File: src/rtl/enc_window_buffer_pkg.sv
// Shared encoder constants, word type and window-buffer state encoding.
package enc_window_buffer_pkg;

    localparam int ENC_SYM_NUM = 4;
    localparam int EGF_ORDER   = 8;
    localparam int ENC_WORD_W  = ENC_SYM_NUM * EGF_ORDER;

    typedef logic [ENC_SYM_NUM-1:0][EGF_ORDER-1:0] enc_word_t;

    typedef enum logic [1:0] {
        ST_FILL  = 2'd0,
        ST_RUN   = 2'd1,
        ST_FLUSH = 2'd2
    } win_state_e;

    localparam enc_word_t ZERO_WORD = {ENC_WORD_W{1'b0}};

endpackage

File: src/rtl/enc_window_ctrl.sv
// Window control: FSM, fill counter, flush injection counter and both handshakes.
module enc_window_ctrl
    import enc_window_buffer_pkg::*;
#(
    parameter int DEPTH = 2
) (
    input  logic                       clk,
    input  logic                       rst_n,
    input  logic                       in_valid,
    input  logic                       in_sof,
    input  logic                       flush,
    input  logic                       out_ready,
    output logic                       in_ready,
    output logic                       accept,
    output logic                       inject,
    output logic                       sof_clear,
    output logic                       out_valid,
    output logic [$clog2(DEPTH+1)-1:0] out_fill,
    output logic                       busy
);

    localparam int FW = $clog2(DEPTH + 1);
    localparam int CW = $clog2(DEPTH);
    localparam logic [FW-1:0] FILL_FULL = FW'(DEPTH);
    localparam logic [CW-1:0] INJ_LAST  = CW'(DEPTH - 2);

    win_state_e    state_q, state_d;
    logic [FW-1:0] fill_q, fill_d;
    logic [CW-1:0] inj_q, inj_d;
    logic          valid_q, valid_d;
    logic          busy_q, busy_d;
    logic          shift_s;

    // Handshake and shift qualification
    always_comb begin
        in_ready  = (state_q != ST_FLUSH) && (!valid_q || out_ready);
        accept    = in_valid && in_ready;
        inject    = (state_q == ST_FLUSH) && (!valid_q || out_ready);
        sof_clear = accept && in_sof;
        shift_s   = accept || inject;
    end

    // Next-state, fill count, injection count and window-valid
    always_comb begin
        state_d = state_q;
        fill_d  = fill_q;
        inj_d   = inj_q;
        valid_d = valid_q;

        if (accept) begin
            if (in_sof) begin
                fill_d = FW'(1);
            end else if (fill_q != FILL_FULL) begin
                fill_d = fill_q + FW'(1);
            end else begin
                fill_d = fill_q;
            end
        end else begin
            fill_d = fill_q;
        end

        // Fill is evaluated after the same-cycle word so flush+word enters FLUSH
        case (state_q)
            ST_FILL, ST_RUN: begin
                if (flush && (fill_d != {FW{1'b0}})) begin
                    state_d = ST_FLUSH;
                    inj_d   = {CW{1'b0}};
                end else if (fill_d == FILL_FULL) begin
                    state_d = ST_RUN;
                end else begin
                    state_d = ST_FILL;
                end
            end
            ST_FLUSH: begin
                if (inject) begin
                    if (inj_q == INJ_LAST) begin
                        fill_d  = {FW{1'b0}};
                        inj_d   = {CW{1'b0}};
                        state_d = ST_FILL;
                    end else begin
                        inj_d = inj_q + CW'(1);
                    end
                end else begin
                    inj_d = inj_q;
                end
            end
            default: begin
                state_d = ST_FILL;
                fill_d  = {FW{1'b0}};
                inj_d   = {CW{1'b0}};
            end
        endcase

        if (shift_s) begin
            valid_d = inject || (fill_d == FILL_FULL);
        end else if (out_ready) begin
            valid_d = 1'b0;
        end else begin
            valid_d = valid_q;
        end

        busy_d = (state_d == ST_FLUSH);
    end

    // Control state registers
    always_ff @(posedge clk) begin
        if (!rst_n) begin
            state_q <= ST_FILL;
            fill_q  <= {FW{1'b0}};
            inj_q   <= {CW{1'b0}};
            valid_q <= 1'b0;
            busy_q  <= 1'b0;
        end else begin
            state_q <= state_d;
            fill_q  <= fill_d;
            inj_q   <= inj_d;
            valid_q <= valid_d;
            busy_q  <= busy_d;
        end
    end

    assign out_valid = valid_q;
    assign out_fill  = fill_q;
    assign busy      = busy_q;

endmodule

File: src/rtl/enc_window_buffer.sv
// Sliding window of the last DEPTH encoder words with sof realignment and zero flush.
module enc_window_buffer
    import enc_window_buffer_pkg::*;
#(
    parameter int DEPTH = 2
) (
    input  logic                              clk,
    input  logic                              rst_n,
    input  logic                              in_valid,
    output logic                              in_ready,
    input  logic                              in_sof,
    input  enc_word_t                         in_data,
    input  logic                              flush,
    output logic                              out_valid,
    input  logic                              out_ready,
    output logic [DEPTH*ENC_WORD_W-1:0]       out_data,
    output logic [$clog2(DEPTH+1)-1:0]        out_fill,
    output logic                              busy
);

    enc_word_t [DEPTH-1:0] slot_q, slot_d;
    logic                  accept_s;
    logic                  inject_s;
    logic                  sof_clear_s;

    enc_window_ctrl #(
        .DEPTH (DEPTH)
    ) u_ctrl (
        .clk       (clk),
        .rst_n     (rst_n),
        .in_valid  (in_valid),
        .in_sof    (in_sof),
        .flush     (flush),
        .out_ready (out_ready),
        .in_ready  (in_ready),
        .accept    (accept_s),
        .inject    (inject_s),
        .sof_clear (sof_clear_s),
        .out_valid (out_valid),
        .out_fill  (out_fill),
        .busy      (busy)
    );

    // Shift mux: slot 0 takes the new or zero word, older slots age or clear on sof
    always_comb begin
        slot_d = slot_q;
        if (accept_s || inject_s) begin
            if (inject_s) begin
                slot_d[0] = ZERO_WORD;
            end else begin
                slot_d[0] = in_data;
            end
            for (int k = 1; k < DEPTH; k++) begin
                if (sof_clear_s) begin
                    slot_d[k] = ZERO_WORD;
                end else begin
                    slot_d[k] = slot_q[k-1];
                end
            end
        end else begin
            slot_d = slot_q;
        end
    end

    // Slot array
    always_ff @(posedge clk) begin
        if (!rst_n) begin
            slot_q <= {DEPTH{ZERO_WORD}};
        end else begin
            slot_q <= slot_d;
        end
    end

    assign out_data = slot_q;

endmodule

File: config.mk
export PLATFORM = sky130hd
export DESIGN_NAME = enc_window_buffer
export DESIGN_NICKNAME = d
export VERILOG_FILES = /design/src/rtl/enc_window_buffer_pkg.sv /design/src/rtl/enc_window_ctrl.sv /design/src/rtl/enc_window_buffer.sv
export SDC_FILE = /design/constraint.sdc
export NUM_CORES = 1
export LEC_CHECK = 0
export BUFFER_PORTS_ARGS = -buffer_cell sky130_fd_sc_hd__buf_2
export CORE_MARGIN = 1
export CORE_UTILIZATION = 47
export DETAILED_ROUTE_END_ITERATION = 12
export HOLD_SLACK_MARGIN = 0.12
export MAX_ROUTING_LAYER = met4
export PLACE_DENSITY_LB_ADDON = 0.12
export SLEW_MARGIN = 30
export SYNTH_ARGS = -nofsm -noshare
export SYNTH_HDL_FRONTEND = slang
export SYNTH_SLANG_ARGS = --single-unit
File: constraint.sdc
create_clock -name clk -period 1.95 [get_ports clk]
set_clock_uncertainty 0.2 [all_clocks]
set_input_delay 0.39 -clock clk [delete_from_list [all_inputs] [get_ports clk]]
set_output_delay 0.39 -clock clk [all_outputs]
set_load 0.005 [all_outputs]
==> results of run 1 <==
-- worst max-delay path, stage by stage, from the launching register on --
cell and delay [ps]:
dfxtp_1 360, nor2b_1 260, nor2_1 100, buf_2 140
-- synth_stat cells (all sizes together) (2+ instances only) --
master / n / share of area, %
a21oi: 65 / 13
buf: 17 / 3.8
clkbuf: 2 / 0.30
dfxtp: 70 / 55
inv: 4 / 0.59
nand2: 128 / 19
nand2b: 2 / 0.59
nand3: 5 / 1.2
nor2: 4 / 0.59
o21ai: 6 / 1.5
-- stage by stage --
stage,hold slack (ps),cells
finish,200,532
global route,197,532
CTS,184,532
detailed placement,243,483
global placement,238,483
floorplan,252,315
-- flip-flops by register name (all words and copies together), names as in the netlist --
signal / count
u_ctrl.out_valid: 1
u_ctrl.busy: 1
u_ctrl.state_q: 2
out_data: 64
u_ctrl.out_fill: 2
-- cell families (layout without fill, tap and decap cells) --
| kind of cell | Yosys count | in the layout | share of synthesized area (%) |
|---|---|---|---|
| fa+ha+maj | 1 | 1 | 0.494 |
| flops | 70 | 70 | 55.4 |
| buf+inv | 23 | 170 | 4.70 |
| compound gates | 76 | 76 | 16.4 |
| simple gates | 145 | 145 | 23.1 |
-- worst max-delay path by stage --
stage | end | slack (ps) | startpoint
finish | in_ready | 170 | u_ctrl.out_valid$_SDFFE_PN0P_
global route | u_ctrl.state_q[1]$_SDFF_PN0_ | 100 | u_ctrl.out_fill[0]$_SDFF_PN0_
detailed placement | u_ctrl.state_q[1]$_SDFF_PN0_ | 210 | out_ready
floorplan | u_ctrl.busy$_SDFF_PN0_ | 410 | u_ctrl.out_fill[0]$_SDFF_PN0_
global placement | u_ctrl.busy$_SDFF_PN0_ | 270 | out_ready
CTS | in_ready | 160 | u_ctrl.out_valid$_SDFFE_PN0P_
-- final cells by class --
class / instances / area, um2
Fill cell: 469 / 1450
Sequential cell: 70 / 1400
Multi-Input combinational cell: 222 / 1010
Timing Repair Buffer: 150 / 968
Clock buffer: 13 / 159
Tap cell: 70 / 87.6
Clock inverter: 3 / 42.5
Inverter: 4 / 15.0
-- power by group through the flow --
stage	combinational [mW]	sequential, mW	clock, mW
2_1_floorplan	0.223	1.59	0
3_3_place_gp	0.412	1.59	0
3_5_place_dp	0.419	1.59	0
4_1_cts	0.471	1.56	1.19
5_1_grt	0.529	1.57	1.26
6_report	0.473	1.56	1.17
-- layout by cell type, fill, tap and decap left out, types with 2 or more instances in the layout --
cell / Yosys / final
nand2_1: 128 / 128
buf_2: 14 / 106
dfxtp_1: 70 / 70
a21oi_1: 65 / 65
dlygate4sd3_1: 0 / 33
clkbuf_8: 0 / 11
buf_4: 2 / 9
inv_1: 4 / 4
nor2_1: 4 / 4
nand3_1: 4 / 4
o21ai_2: 2 / 3
o21ai_0: 3 / 3
clkbuf_1: 2 / 2
buf_12: 0 / 2
-- routing by layer --
| layer | global-route usage [%] | vias to the layer above |
|---|---|---|
| met4 | 14.0 | 0 |
| met2 | 44.1 | 95 |
| met5 | - | - |
| li1 | - | 1308 |
| met3 | 5.16 | 20 |
| met1 | 27.5 | 1202 |
==> impl_results.html, run 1 <==
<table>
<tr><th>Metric</th><th>Value</th></tr>
<tr><th colspan="2">STA</th></tr>
<tr><td>Finish-stage setup viols</td><td>0</td></tr>
<tr><td>Final setup TNS</td><td>0 ps</td></tr>
<tr><td>Shortest clock period the worst path allows after layout</td><td>1780 ps</td></tr>
<tr><td>Least setup slack across all paths after layout</td><td>~170 ps</td></tr>
<tr><td>Highest clock rate</td><td>563 MHz</td></tr>
<tr><td>Worst Tran Pin Value</td><td>about 360 ps</td></tr>
<tr><td>Final critical-path share of the clock period</td><td>between 90% and 100%</td></tr>
<tr><td>Max-slew violation total from the final report</td><td>0</td></tr>
<tr><td>Final hold vios</td><td>0</td></tr>
<tr><td>Worst slew margin</td><td>between 70% and 80%</td></tr>
<tr><td>RSZ-0062 raised after global routing</td><td>no</td></tr>
<tr><th colspan="2">Placement</th></tr>
<tr><td>Worst setup timing slack at the placement stage</td><td>about 210 ps</td></tr>
<tr><td>Weighted congestion reported at the end of routability-driven placement</td><td>~0.82</td></tr>
<tr><td>HPWL reported at the end of detailed placement</td><td>roughly 4.2 mm</td></tr>
<tr><td>Cell area after placement</td><td>approximately 0.0032 mm2</td></tr>
<tr><td>Number of buffer cells added on primary ports</td><td>106</td></tr>
<tr><th colspan="2">Floorplanning</th></tr>
<tr><td>I/O pin count</td><td>~110</td></tr>
<tr><td>Full die area</td><td>about 0.0057 mm2</td></tr>
<tr><td>Chip Width</td><td>about 75 um</td></tr>
<tr><td>Floorplan core area</td><td>around 0.0051 mm2</td></tr>
<tr><td>Vertical extent of the die</td><td>between 70 and 80 um</td></tr>
<tr><td>Std-Cell Rows</td><td>26</td></tr>
<tr><td>Starting density of the core</td><td>49.2%</td></tr>
<tr><th colspan="2">Clocking</th></tr>
<tr><td>Root buffer cell</td><td>clkbuf_8</td></tr>
<tr><td>CTS Sinks</td><td>70</td></tr>
<tr><td># Post-CTS Setup Buffers</td><td>0</td></tr>
<tr><td># hold bufs at CTS</td><td>33</td></tr>
<tr><td>Inserted Clock Buffers</td><td>9</td></tr>
<tr><td>Clock tree from TritonCTS</td><td>built</td></tr>
<tr><td>Clock insertion delay at the later pin of the skew report</td><td>between 300 and 400 ps</td></tr>
<tr><td>Cts repair resizes</td><td>0</td></tr>
<tr><td>H-tree depth reported by CTS</td><td>3</td></tr>
<tr><td>CTS Buffer Depth</td><td>2</td></tr>
<tr><td>Clock transition time at the flip-flop clock pins of the worst setup and hold paths</td><td>70 ps</td></tr>
<tr><th colspan="2">Final layout</th></tr>
<tr><td>Share of final-layout standard cells stronger than drive strength 1</td><td>~30%</td></tr>
<tr><td>Number of nets in the final layout</td><td>a little under 500</td></tr>
<tr><td>Utilization after layout</td><td>between 70 and 80%</td></tr>
<tr><td>Final non-filler cell area</td><td>0.00369 mm2</td></tr>
<tr><td>Antenna cells</td><td>0</td></tr>
<tr><td>Layout area overhead</td><td>45.7%</td></tr>
<tr><th colspan="2">Logic synthesis</th></tr>
<tr><td>Cell variety after synth</td><td>28</td></tr>
<tr><td>Most used flip-flop cell after synthesis</td><td>dfxtp_1</td></tr>
<tr><td>Register area share after synthesis</td><td>a little under three fifths</td></tr>
<tr><td>Async S/R FF share, synth</td><td>0%</td></tr>
<tr><td>Cell count after synthesis</td><td>approximately 320</td></tr>
<tr><td>Netlist Area Pre-Place</td><td>~0.0025 mm2</td></tr>
<tr><td>Number of warning messages in the yosys log</td><td>0</td></tr>
<tr><td>Number of storage elements in the synthesis netlist</td><td>70</td></tr>
<tr><td>Post-synthesis net count</td><td>roughly 350</td></tr>
<tr><td>Average cell area after synthesis</td><td>~8 um2</td></tr>
<tr><td>Number of enable flip-flop cells after synthesis</td><td>0</td></tr>
<tr><th colspan="2">Hold path</th></tr>
<tr><td>Worst Hold Class</td><td>in2reg</td></tr>
<tr><td>Beginning of the worst hold path</td><td>rst_n</td></tr>
<tr><td>Worst hold endpoint</td><td>u_ctrl.out_fill[0]$_SDFF_PN0_</td></tr>
<tr><td>Number of cells on the worst hold path</td><td>3</td></tr>
<tr><th colspan="2">Drt</th></tr>
<tr><td>Residual DRC</td><td>0</td></tr>
<tr><td>Detailed router's first-iteration violation count</td><td>82</td></tr>
<tr><td>First-pass iteration count of the detailed router</td><td>4</td></tr>
<tr><td>Met3 routed wirelength</td><td>roughly 370 um</td></tr>
<tr><td>Post-detailed-route via-to-cell ratio</td><td>between 4 and 5</td></tr>
<tr><td>Total wire length</td><td>slightly below 7 mm</td></tr>
<tr><td>Detailed-route via count</td><td>about 2600</td></tr>
<tr><td>Routed metal-1 wire length</td><td>roughly 2.8 mm</td></tr>
<tr><td>WL per Instance</td><td>~13 um</td></tr>
<tr><td>Met2 wire len</td><td>3.40 mm</td></tr>
<tr><td>Top layer in use</td><td>met4</td></tr>
<tr><td>Antenna Nets Post-Route</td><td>0</td></tr>
<tr><th colspan="2">Power and ir drop</th></tr>
<tr><td>Sequential cell fraction of total power</td><td>between 40% and 50%</td></tr>
<tr><td>Cell-internal power</td><td>approximately 2.4 mW</td></tr>
<tr><td>Power Total</td><td>approximately 3.2 mW</td></tr>
<tr><td>Combinational power share</td><td>roughly 15%</td></tr>
<tr><td>Fraction of power consumed by the clock network</td><td>36.5%</td></tr>
<tr><td>Maximum vdd drop</td><td>0.000475 V</td></tr>
<tr><td>Leak</td><td>approximately 1.7 nW</td></tr>
<tr><td>NetSw</td><td>0.814 mW</td></tr>
<tr><td>Net switching share of the total power</td><td>between 20% and 30%</td></tr>
<tr><td>Power density over the cells</td><td>slightly below 900 mW/mm2</td></tr>
<tr><th colspan="2">Critical path</th></tr>
<tr><td>Crit path launch type</td><td>flop</td></tr>
<tr><td>Slack of the worst reg-to-reg path</td><td>around 260 ps</td></tr>
<tr><td>Worst setup path category</td><td>reg2out</td></tr>
<tr><td>Endpoint of the worst register-to-register path</td><td>u_ctrl.state_q[1]$_SDFF_PN0_</td></tr>
<tr><td>Launching point of the worst reg2reg path</td><td>u_ctrl.out_fill[0]$_SDFF_PN0_</td></tr>
<tr><td>Highest net fanout along the worst path</td><td>3</td></tr>
<tr><td>Worst reg2reg path depth</td><td>4</td></tr>
<tr><td>Required time reported for the critical path endpoint</td><td>1360 ps</td></tr>
<tr><td>Endpoint arrival time on the critical path</td><td>approximately 1200 ps</td></tr>
<tr><td>CP endpoint kind</td><td>output port</td></tr>
<tr><th colspan="2">Global route</th></tr>
<tr><td>Number of global-route vias before repair</td><td>2441</td></tr>
<tr><td>Maximum number of pins on one net before global-route repair</td><td>34</td></tr>
<tr><td>Overall overflow remaining after global route</td><td>0</td></tr>
<tr><td>Number of antenna violations at the first check in global routing</td><td>0</td></tr>
<tr><td>Aggregate global-route resource usage</td><td>approximately a quarter</td></tr>
<tr><td>Global-route wire length before repair</td><td>approximately 11 mm</td></tr>
<tr><th colspan="2">Job</th></tr>
<tr><td>Number of max-capacitance violations reported</td><td>0</td></tr>
<tr><th colspan="2">Outcome</th></tr>
<tr><td>Run status</td><td>complete, no violations</td></tr>
</table>
Power figures use the tool's default switching activity.
==> run 2: changes to the inputs <==
--- a/config.mk
+++ b/config.mk
@@ -7,7 +7,7 @@
 export LEC_CHECK = 0
 export BUFFER_PORTS_ARGS = -buffer_cell sky130_fd_sc_hd__buf_2
 export CORE_MARGIN = 1
-export CORE_UTILIZATION = 47
+export CORE_UTILIZATION = 48
 export DETAILED_ROUTE_END_ITERATION = 12
 export HOLD_SLACK_MARGIN = 0.12
 export MAX_ROUTING_LAYER = met4
@@ -15,4 +15,5 @@
 export SLEW_MARGIN = 30
 export SYNTH_ARGS = -nofsm -noshare
 export SYNTH_HDL_FRONTEND = slang
+export SYNTH_HIERARCHICAL = 1
 export SYNTH_SLANG_ARGS = --single-unit
==> impl_results.html, run 2 <==
<table>
<tr><th>Metric</th><th>Value</th></tr>
<tr><th colspan="2">Outcome</th></tr>
<tr><td>Run status</td><td>complete, no violations (unchanged)</td></tr>
<tr><th colspan="2">Hold path</th></tr>
<tr><td>Number of cells on the worst hold path</td><td>3 (unchanged)</td></tr>
<tr><td>Worst hold endpoint</td><td>out_data[16]$_SDFFE_PN0P_ (was u_ctrl.out_fill[0]$_SDFF_PN0_)</td></tr>
<tr><td>Worst Hold Class</td><td>in2reg (unchanged)</td></tr>
<tr><td>Beginning of the worst hold path</td><td>in_data[16] (was rst_n)</td></tr>
<tr><th colspan="2">Drt</th></tr>
<tr><td>Residual DRC</td><td>0 (unchanged)</td></tr>
<tr><td>WL per Instance</td><td>13.9 um (was 12.8 um)</td></tr>
<tr><td>Detailed-route via count</td><td>2586 (was 2625)</td></tr>
<tr><td>Post-detailed-route via-to-cell ratio</td><td>5.06 (was 4.93)</td></tr>
<tr><td>Antenna Nets Post-Route</td><td>0 (unchanged)</td></tr>
<tr><td>Total wire length</td><td>7.08 mm (was 6.79 mm)</td></tr>
<tr><td>Detailed router's first-iteration violation count</td><td>56 (was 82)</td></tr>
<tr><td>First-pass iteration count of the detailed router</td><td>4 (unchanged)</td></tr>
<tr><th colspan="2">Logic synthesis</th></tr>
<tr><td>Cell taking the most area after synthesis</td><td>dfxtp_1 (unchanged)</td></tr>
<tr><td>Cell variety after synth</td><td>34 (was 28)</td></tr>
<tr><td>Ranking of synthesized cells by area</td><td>dfxtp_1 (50%), mux2i_1 (11%), nand3b_1 (8.5%) (was dfxtp_1 (55%), nand2_1 (19%), a21oi_1 (13%))</td></tr>
<tr><td>Area fraction of the dominant cell type after synthesis</td><td>49.5% (was 55.4%)</td></tr>
<tr><td>Cell count after synthesis</td><td>289 (was 315)</td></tr>
<tr><td>Number of storage elements in the synthesis netlist</td><td>70 (unchanged)</td></tr>
<tr><td>Most used flip-flop cell after synthesis</td><td>dfxtp_1 (unchanged)</td></tr>
<tr><td>Register area share after synthesis</td><td>49.5% (was 55.4%)</td></tr>
<tr><td>Post-synthesis net count</td><td>328 (was 354)</td></tr>
<tr><td>Average cell area after synthesis</td><td>9.79 um2 (was 8.04 um2)</td></tr>
<tr><td>Number of warning messages in the yosys log</td><td>6 (was 0)</td></tr>
<tr><td>Number of enable flip-flop cells after synthesis</td><td>0 (unchanged)</td></tr>
<tr><td>Netlist Area Pre-Place</td><td>0.00283 mm2 (was 0.00253 mm2)</td></tr>
<tr><td>Commonest cells in the netlist</td><td>dfxtp_1 (70), nor2_1 (35), mux2i_1 (32), nand2_1 (32), nand3b_1 (32) (was nand2_1 (128), dfxtp_1 (70), a21oi_1 (65))</td></tr>
<tr><td>Async S/R FF share, synth</td><td>0% (unchanged)</td></tr>
<tr><td>Top-count cell post-synth</td><td>dfxtp_1 (was nand2_1)</td></tr>
<tr><th colspan="2">Critical path</th></tr>
<tr><td>Highest net fanout along the worst path</td><td>4 (was 3)</td></tr>
<tr><td>Endpoint of the worst register-to-register path</td><td>u_ctrl/busy$_SDFF_PN0_ (was u_ctrl.state_q[1]$_SDFF_PN0_)</td></tr>
<tr><td>Required time reported for the critical path endpoint</td><td>1360 ps (about the same)</td></tr>
<tr><td>Cell at the slowest stage of the critical path</td><td>dfxtp_1 (unchanged)</td></tr>
<tr><td>Crit path largest cell delay</td><td>330 ps (was 360 ps)</td></tr>
<tr><td>Endpoint arrival time on the critical path</td><td>1280 ps (was 1190 ps)</td></tr>
<tr><td>Crit path launch type</td><td>flop (unchanged)</td></tr>
<tr><td>CP endpoint kind</td><td>output port (unchanged)</td></tr>
<tr><td>Slack of the worst reg-to-reg path</td><td>190 ps (was 260 ps)</td></tr>
<tr><td>Worst setup path category</td><td>reg2out (unchanged)</td></tr>
<tr><td>Launching point of the worst reg2reg path</td><td>u_ctrl/out_fill[0]$_SDFF_PN0_ (was u_ctrl.out_fill[0]$_SDFF_PN0_)</td></tr>
<tr><td>Critical Path, Cell by Cell</td><td>and2b_2 -&gt; buf_4 -&gt; nor2_4 -&gt; buf_2 (was nor2b_1 -&gt; nor2_1 -&gt; buf_2)</td></tr>
<tr><td>Worst reg2reg path depth</td><td>5 (was 4)</td></tr>
<tr><th colspan="2">Placement</th></tr>
<tr><td>Number of buffer cells added on primary ports</td><td>106 (unchanged)</td></tr>
<tr><td>Weighted congestion reported at the end of routability-driven placement</td><td>0.816 (was 0.817)</td></tr>
<tr><td>Worst setup timing slack at the placement stage</td><td>30.0 ps (was 211 ps)</td></tr>
<tr><td>Number of placed instances with taps included</td><td>463 (was 483)</td></tr>
<tr><td>HPWL reported at the end of detailed placement</td><td>4.56 mm (was 4.25 mm)</td></tr>
<tr><th colspan="2">Power and ir drop</th></tr>
<tr><td>Fraction of power consumed by the clock network</td><td>33.9% (was 36.5%)</td></tr>
<tr><td>Sequential cell fraction of total power</td><td>48.2% (was 48.7%)</td></tr>
<tr><td>Net switching share of the total power</td><td>26.1% (was 25.5%)</td></tr>
<tr><td>NetSw</td><td>0.852 mW (was 0.814 mW)</td></tr>
<tr><td>Power density over the cells</td><td>810 mW/mm2 (was 867 mW/mm2)</td></tr>
<tr><td>Leak</td><td>1.84 nW (was 1.66 nW)</td></tr>
<tr><td>Combinational power share</td><td>17.9% (was 14.8%)</td></tr>
<tr><td>Cell-internal power</td><td>2.41 mW (was 2.38 mW)</td></tr>
<tr><td>Maximum vdd drop</td><td>0.000440 V (was 0.000475 V)</td></tr>
<tr><th colspan="2">Clocking</th></tr>
<tr><td>Inserted Clock Buffers</td><td>9 (unchanged)</td></tr>
<tr><td>Clock transition time at the flip-flop clock pins of the worst setup and hold paths</td><td>70 ps (about the same)</td></tr>
<tr><td>CTS Buffer Depth</td><td>2 (unchanged)</td></tr>
<tr><td>Root buffer cell</td><td>clkbuf_8 (unchanged)</td></tr>
<tr><td>Clock tree from TritonCTS</td><td>built (unchanged)</td></tr>
<tr><td>H-tree depth reported by CTS</td><td>3 (unchanged)</td></tr>
<tr><td>CTS Sinks</td><td>70 (unchanged)</td></tr>
<tr><td>Clock insertion delay at the later pin of the skew report</td><td>330 ps (about the same)</td></tr>
<tr><th colspan="2">STA</th></tr>
<tr><td>Shortest clock period the worst path allows after layout</td><td>1870 ps (was 1780 ps)</td></tr>
<tr><td>Finish-stage setup viols</td><td>0 (unchanged)</td></tr>
<tr><td>Final hold vios</td><td>0 (unchanged)</td></tr>
<tr><td>Max-slew violation total from the final report</td><td>0 (unchanged)</td></tr>
<tr><td>Worst Tran Pin Value</td><td>403 ps (was 362 ps)</td></tr>
<tr><td>Highest clock rate</td><td>534 MHz (was 563 MHz)</td></tr>
<tr><td>Final critical-path share of the clock period</td><td>96.0% (was 91.1%)</td></tr>
<tr><td>Worst slew margin</td><td>73.1% (was 75.5%)</td></tr>
<tr><td>Final hold slack</td><td>131 ps (was 200 ps)</td></tr>
<tr><td>Least setup slack across all paths after layout</td><td>77.6 ps (was 174 ps)</td></tr>
<tr><td>RSZ-0062 raised after global routing</td><td>no (unchanged)</td></tr>
<tr><td>Final setup TNS</td><td>0 ps (unchanged)</td></tr>
<tr><th colspan="2">Floorplanning</th></tr>
<tr><td>I/O pin count</td><td>107 (unchanged)</td></tr>
<tr><td>Std-Cell Rows</td><td>27 (was 26)</td></tr>
<tr><td>Starting density of the core</td><td>50.4% (was 49.2%)</td></tr>
<tr><td>Full die area</td><td>0.00620 mm2 (was 0.00568 mm2)</td></tr>
<tr><td>Floorplan core area</td><td>0.00561 mm2 (was 0.00514 mm2)</td></tr>
<tr><td>Vertical extent of the die</td><td>78.8 um (was 75.4 um)</td></tr>
<tr><td>Chip Width</td><td>78.8 um (was 75.4 um)</td></tr>
<tr><th colspan="2">Final layout</th></tr>
<tr><td>Commonest non-fill, non-tap cell in the layout</td><td>buf_2 (was nand2_1)</td></tr>
<tr><td>Number of nets in the final layout</td><td>473 (was 496)</td></tr>
<tr><td>Final standard cell count with taps included and fillers excluded</td><td>511 (was 532)</td></tr>
<tr><td>Filler Cell Count</td><td>484 (was 469)</td></tr>
<tr><td>Combined flip-flop and latch cell area</td><td>0.00140 mm2 (unchanged)</td></tr>
<tr><td>Utilization after layout</td><td>71.7% (was 71.8%)</td></tr>
<tr><td>Max reg flops</td><td>64 (unchanged)</td></tr>
<tr><td>Combined area of the multi-input logic cells</td><td>0.00131 mm2 (was 0.00101 mm2)</td></tr>
<tr><td>Antenna cells</td><td>0 (unchanged)</td></tr>
<tr><td>Layout area overhead</td><td>42.2% (was 45.7%)</td></tr>
<tr><td>Commonest cells after routing, fill and taps aside</td><td>buf_2 (106), dfxtp_1 (70), nor2_1 (34) (was nand2_1 (128), buf_2 (106), dfxtp_1 (70))</td></tr>
<tr><td>Share of final-layout standard cells stronger than drive strength 1</td><td>32.6% (was 30.1%)</td></tr>
<tr><th colspan="2">Job</th></tr>
<tr><td>Number of max-capacitance violations reported</td><td>0 (unchanged)</td></tr>
<tr><th colspan="2">Global route</th></tr>
<tr><td>Maximum number of pins on one net before global-route repair</td><td>25 (was 34)</td></tr>
<tr><td>Number of antenna violations at the first check in global routing</td><td>0 (unchanged)</td></tr>
<tr><td>Overall overflow remaining after global route</td><td>0 (unchanged)</td></tr>
<tr><td>Aggregate global-route resource usage</td><td>24.0% (was 25.6%)</td></tr>
<tr><td>Global-route wire length before repair</td><td>11.2 mm (was 10.5 mm)</td></tr>
<tr><td>Number of global-route vias before repair</td><td>2465 (was 2441)</td></tr>
</table>
-- run 2: power groups by stage --
stage	Sequential (mW)	Combinational, mW	Clock (mW)
after detailed placement	1.60	0.532	0
after floorplan	1.60	0.303	0
after global placement	1.60	0.525	0
after CTS	1.57	0.583	1.13
after global routing	1.58	0.637	1.20
final	1.57	0.584	1.11
-- run 2: logic make-up after synthesis --
logic type | share of synthesized area [%]
compound gates | 11.7
buf+inv | 4.91
fa+ha+maj | 0.442
mux | 11.3
simple gates | 22.1
flops | 49.5
-- run 2: repair_timing --
action,CTS,global route
resized for setup,1,2
hold endpoints to repair,32,0
buffers inserted,0,0
setup endpoints to repair,1,3
hold buffers,32,0
pin swaps,0,0
cloned,0,0
-- run 2: stage by stage --
stage	power [mW]	area, um2
2_1_floorplan	1.91	2830
3_3_place_gp	2.12	3510
3_5_place_dp	2.13	3510
4_1_cts	3.28	4010
5_1_grt	3.41	4020
6_report	3.26	4020
-- run 2: how the worst max path moves through the flow --
stage,endpoint,slack [ps],start,cells after the start
2_1_floorplan,out_data[32]$_SDFFE_PN0P_,150,out_ready,8
3_3_place_gp,out_data[35]$_SDFFE_PN0P_,60,out_ready,8
3_5_place_dp,out_data[33]$_SDFFE_PN0P_,30,out_ready,8
4_1_cts,in_ready,30,u_ctrl/out_valid$_SDFFE_PN0P_,4
5_1_grt,in_ready,20,u_ctrl/out_valid$_SDFFE_PN0P_,4
6_report,in_ready,80,u_ctrl/out_valid$_SDFFE_PN0P_,4
-- run 2: per-layer routing --
metal,GRT usage [%],up-vias,routed length [um]
li1,-,1277,-
met1,27.6,1211,3180
met2,40.1,80,3390
met3,4.37,18,319
met4,12.4,0,193
met5,-,-,0
-- run 2: final cells by class --
cell class	count	share of cell area, %
clock buffer	12	3.36
multi-input combinational	194	32.5
timing repair buffer	154	25.4
inverter	5	0.467
tap	72	2.24
clock inverter	4	1.18
sequential	70	34.8
-- run 2: worst max-delay path: cells and delay by family, from the launching register on --
kind	cells	cell delay (ps)
flip-flops	1	330
AND/OR/NAND/NOR	2	340
buffers and inverters	2	270
==> run 3: changes to the inputs <==
--- a/config.mk
+++ b/config.mk
@@ -6,7 +6,7 @@
 export NUM_CORES = 1
 export LEC_CHECK = 0
 export BUFFER_PORTS_ARGS = -buffer_cell sky130_fd_sc_hd__buf_2
-export CORE_MARGIN = 1
+export CORE_MARGIN = 2
 export CORE_UTILIZATION = 48
 export DETAILED_ROUTE_END_ITERATION = 12
 export HOLD_SLACK_MARGIN = 0.12
==> impl_results.html, run 3 (synthesis results as in run 2) <==
<table>
<tr><th>Metric</th><th>Value</th></tr>
<tr><th colspan="2">Final layout</th></tr>
<tr><td>Combined flip-flop and latch cell area</td><td>0.00140 mm2 (about the same)</td></tr>
<tr><td>Share of final-layout standard cells stronger than drive strength 1</td><td>33.4% (was 32.6%)</td></tr>
<tr><td>Final standard cell count with taps included and fillers excluded</td><td>509 (was 511)</td></tr>
<tr><td>Commonest non-fill, non-tap cell in the layout</td><td>buf_2 (unchanged)</td></tr>
<tr><td>Number of nets in the final layout</td><td>471 (was 473)</td></tr>
<tr><td>Antenna cells</td><td>0 (unchanged)</td></tr>
<tr><td>Filler Cell Count</td><td>465 (was 484)</td></tr>
<tr><td>Commonest cells after routing, fill and taps aside</td><td>buf_2 (106), dfxtp_1 (69), nor2_1 (33) (was buf_2 (106), dfxtp_1 (70), nor2_1 (34))</td></tr>
<tr><td>Max reg flops</td><td>64 (unchanged)</td></tr>
<tr><td>Combined area of the multi-input logic cells</td><td>0.00133 mm2 (was 0.00131 mm2)</td></tr>
<tr><td>Layout area overhead</td><td>41.5% (was 42.2%)</td></tr>
<tr><th colspan="2">Clocking</th></tr>
<tr><td>Inserted Clock Buffers</td><td>9 (unchanged)</td></tr>
<tr><td>Root buffer cell</td><td>clkbuf_8 (unchanged)</td></tr>
<tr><td>CTS Buffer Depth</td><td>2 (unchanged)</td></tr>
<tr><td>Clock insertion delay at the later pin of the skew report</td><td>340 ps (was 330 ps)</td></tr>
<tr><td>Clock tree from TritonCTS</td><td>built (unchanged)</td></tr>
<tr><td>Clock transition time at the flip-flop clock pins of the worst setup and hold paths</td><td>70 ps (about the same)</td></tr>
<tr><td>H-tree depth reported by CTS</td><td>3 (unchanged)</td></tr>
<tr><td>CTS Sinks</td><td>70 (unchanged)</td></tr>
<tr><th colspan="2">Global route</th></tr>
<tr><td>Maximum number of pins on one net before global-route repair</td><td>33 (was 25)</td></tr>
<tr><td>Aggregate global-route resource usage</td><td>23.1% (was 24.0%)</td></tr>
<tr><td>Overall overflow remaining after global route</td><td>0 (unchanged)</td></tr>
<tr><td>Global-route wire length before repair</td><td>11.2 mm (about the same)</td></tr>
<tr><td>Number of antenna violations at the first check in global routing</td><td>0 (unchanged)</td></tr>
<tr><td>Number of global-route vias before repair</td><td>2437 (was 2465)</td></tr>
<tr><th colspan="2">STA</th></tr>
<tr><td>Shortest clock period the worst path allows after layout</td><td>1990 ps (was 1870 ps)</td></tr>
<tr><td>Highest clock rate</td><td>503 MHz (was 534 MHz)</td></tr>
<tr><td>Finish-stage setup viols</td><td>2 (was 0)</td></tr>
<tr><td>RSZ-0062 raised after global routing</td><td>yes (was no)</td></tr>
<tr><td>Final hold slack</td><td>130 ps (was 131 ps)</td></tr>
<tr><td>Max-slew violation total from the final report</td><td>0 (unchanged)</td></tr>
<tr><td>Final critical-path share of the clock period</td><td>102% (was 96.0%)</td></tr>
<tr><td>Worst Tran Pin Value</td><td>446 ps (was 403 ps)</td></tr>
<tr><td>Least setup slack across all paths after layout</td><td>-39.9 ps (was 77.6 ps)</td></tr>
<tr><td>Final hold vios</td><td>0 (unchanged)</td></tr>
<tr><td>Worst slew margin</td><td>70.0% (was 73.1%)</td></tr>
<tr><th colspan="2">Placement</th></tr>
<tr><td>Number of placed instances with taps included</td><td>459 (was 463)</td></tr>
<tr><td>HPWL reported at the end of detailed placement</td><td>4.73 mm (was 4.56 mm)</td></tr>
<tr><td>Number of buffer cells added on primary ports</td><td>106 (unchanged)</td></tr>
<tr><td>Weighted congestion reported at the end of routability-driven placement</td><td>0.879 (was 0.816)</td></tr>
<tr><th colspan="2">Critical path</th></tr>
<tr><td>Critical Path, Cell by Cell</td><td>inv_1 -&gt; ha_1 -&gt; or3_1 -&gt; nor4_1 -&gt; o31ai_1 (was and2b_2 -&gt; buf_4 -&gt; nor2_4 -&gt; buf_2)</td></tr>
<tr><td>Crit path largest cell delay</td><td>390 ps (was 330 ps)</td></tr>
<tr><td>Required time reported for the critical path endpoint</td><td>1960 ps (was 1360 ps)</td></tr>
<tr><td>Worst setup path category</td><td>reg2reg (was reg2out)</td></tr>
<tr><td>Endpoint arrival time on the critical path</td><td>2000 ps (was 1280 ps)</td></tr>
<tr><td>Highest net fanout along the worst path</td><td>4 (unchanged)</td></tr>
<tr><td>Cell at the slowest stage of the critical path</td><td>dfxtp_1 (unchanged)</td></tr>
<tr><td>Crit path launch type</td><td>flop (unchanged)</td></tr>
<tr><td>Endpoint of the worst register-to-register path</td><td>u_ctrl/busy$_SDFF_PN0_ (unchanged)</td></tr>
<tr><td>CP endpoint kind</td><td>flop (was output port)</td></tr>
<tr><td>Slack of the worst reg-to-reg path</td><td>-40 ps (was 190 ps)</td></tr>
<tr><td>Launching point of the worst reg2reg path</td><td>u_ctrl/out_fill[0]$_SDFF_PN0_ (unchanged)</td></tr>
<tr><td>Worst reg2reg path depth</td><td>5 (unchanged)</td></tr>
<tr><th colspan="2">Floorplanning</th></tr>
<tr><td>I/O pin count</td><td>107 (unchanged)</td></tr>
<tr><td>Std-Cell Rows</td><td>27 (unchanged)</td></tr>
<tr><td>Chip Width</td><td>80.8 um (was 78.8 um)</td></tr>
<tr><td>Floorplan core area</td><td>0.00561 mm2 (unchanged)</td></tr>
<tr><td>Starting density of the core</td><td>50.4% (unchanged)</td></tr>
<tr><td>Vertical extent of the die</td><td>80.8 um (was 78.8 um)</td></tr>
<tr><td>Full die area</td><td>0.00652 mm2 (was 0.00620 mm2)</td></tr>
<tr><th colspan="2">Outcome</th></tr>
<tr><td>Run status</td><td>finished with violations (was complete, no violations)</td></tr>
<tr><td>Violations in the final reports</td><td>negative setup slack</td></tr>
<tr><th colspan="2">Drt</th></tr>
<tr><td>WL per Instance</td><td>14.4 um (was 13.9 um)</td></tr>
<tr><td>Detailed router's first-iteration violation count</td><td>102 (was 56)</td></tr>
<tr><td>Antenna Nets Post-Route</td><td>0 (unchanged)</td></tr>
<tr><td>Total wire length</td><td>7.32 mm (was 7.08 mm)</td></tr>
<tr><td>Post-detailed-route via-to-cell ratio</td><td>5.04 (was 5.06)</td></tr>
<tr><td>Detailed-route via count</td><td>2565 (was 2586)</td></tr>
<tr><td>Residual DRC</td><td>0 (unchanged)</td></tr>
<tr><td>First-pass iteration count of the detailed router</td><td>5 (was 4)</td></tr>
<tr><th colspan="2">Hold path</th></tr>
<tr><td>Worst hold endpoint</td><td>out_data[6]$_SDFFE_PN0P_ (was out_data[16]$_SDFFE_PN0P_)</td></tr>
<tr><td>Number of cells on the worst hold path</td><td>3 (unchanged)</td></tr>
<tr><td>Beginning of the worst hold path</td><td>in_data[6] (was in_data[16])</td></tr>
<tr><td>Worst Hold Class</td><td>in2reg (unchanged)</td></tr>
<tr><th colspan="2">Power and ir drop</th></tr>
<tr><td>Power Total</td><td>3.17 mW (was 3.26 mW)</td></tr>
<tr><td>Maximum vdd drop</td><td>0.000424 V (was 0.000440 V)</td></tr>
<tr><td>Leak</td><td>1.82 nW (was 1.84 nW)</td></tr>
<tr><td>Power density over the cells</td><td>792 mW/mm2 (was 810 mW/mm2)</td></tr>
<tr><th colspan="2">Job</th></tr>
<tr><td>Number of max-capacitance violations reported</td><td>0 (unchanged)</td></tr>
</table>
-- run 3: per-stage QoR --
stage	instance area [um2]	setup TNS, ps	util (%)	setup slack, ps
finish	4000	-68.1	71.4	-39.9
global route	4000	-98.2	71.4	-29.3
CTS	3950	0	70.5	22.9
detailed placement	3460	-1380	61.8	-77.9
global placement	3460	-41.3	61.8	-10.4
floorplan	2830	0	-	153
-- run 3: per-layer routing --
layer | wire length (um) | vias to the layer above | track usage (%)
li1 | - | 1280 | -
met1 | 3330 | 1200 | 27.4
met2 | 3480 | 78 | 38.3
met3 | 417 | 7 | 5.11
met4 | 91 | 0 | 9.32
met5 | 0 | - | -
-- run 3: layout make-up --
class,count,area share [%]
sequential,70,35.0
multi-input combinational,195,33.2
timing repair buffer,151,24.8
clock buffer,12,3.63
tap,72,2.25
clock inverter,4,0.563
inverter,5,0.469
-- run 3: power breakdown --
group          total, mW  internal, mW  switching [mW]
clock network       1.02         0.491           0.525
logic              0.585         0.298           0.287
registers           1.57          1.51          0.0566
total               3.17          2.30           0.868
-- run 3: how the worst max path moves through the flow --
stage / from / end / cells after the start
finish: u_ctrl/out_fill[0]$_SDFF_PN0_ / u_ctrl/busy$_SDFF_PN0_ / 5
global route: u_ctrl/state_q[1]$_SDFF_PN0_ / out_data[21]$_SDFFE_PN0P_ / 5
CTS: u_ctrl/out_valid$_SDFFE_PN0P_ / in_ready / 4
detailed placement: out_ready / out_data[60]$_SDFFE_PN0P_ / 6
global placement: out_ready / out_data[63]$_SDFFE_PN0P_ / 6
floorplan: out_ready / out_data[32]$_SDFFE_PN0P_ / 8
-- run 3: critical path: cells and delay by family (launching register included) --
kind / cells / cell delay (ps)
AOI/OAI and AO/OA: 1 / 130
adders and majority gates: 1 / 320
buffers and inverters: 1 / 100
DFF: 1 / 390
and+or+nand+nor: 2 / 730
-- run 3: what timing repair did --
action | in CTS | in global routing
buffers inserted | 0 | 1
resized for setup | 1 | 10
hold endpoints to repair | 32 | 0
hold buffers | 32 | 0
cloned | 0 | 1
setup endpoints to repair | 1 | 31
pin swaps | 0 | 3
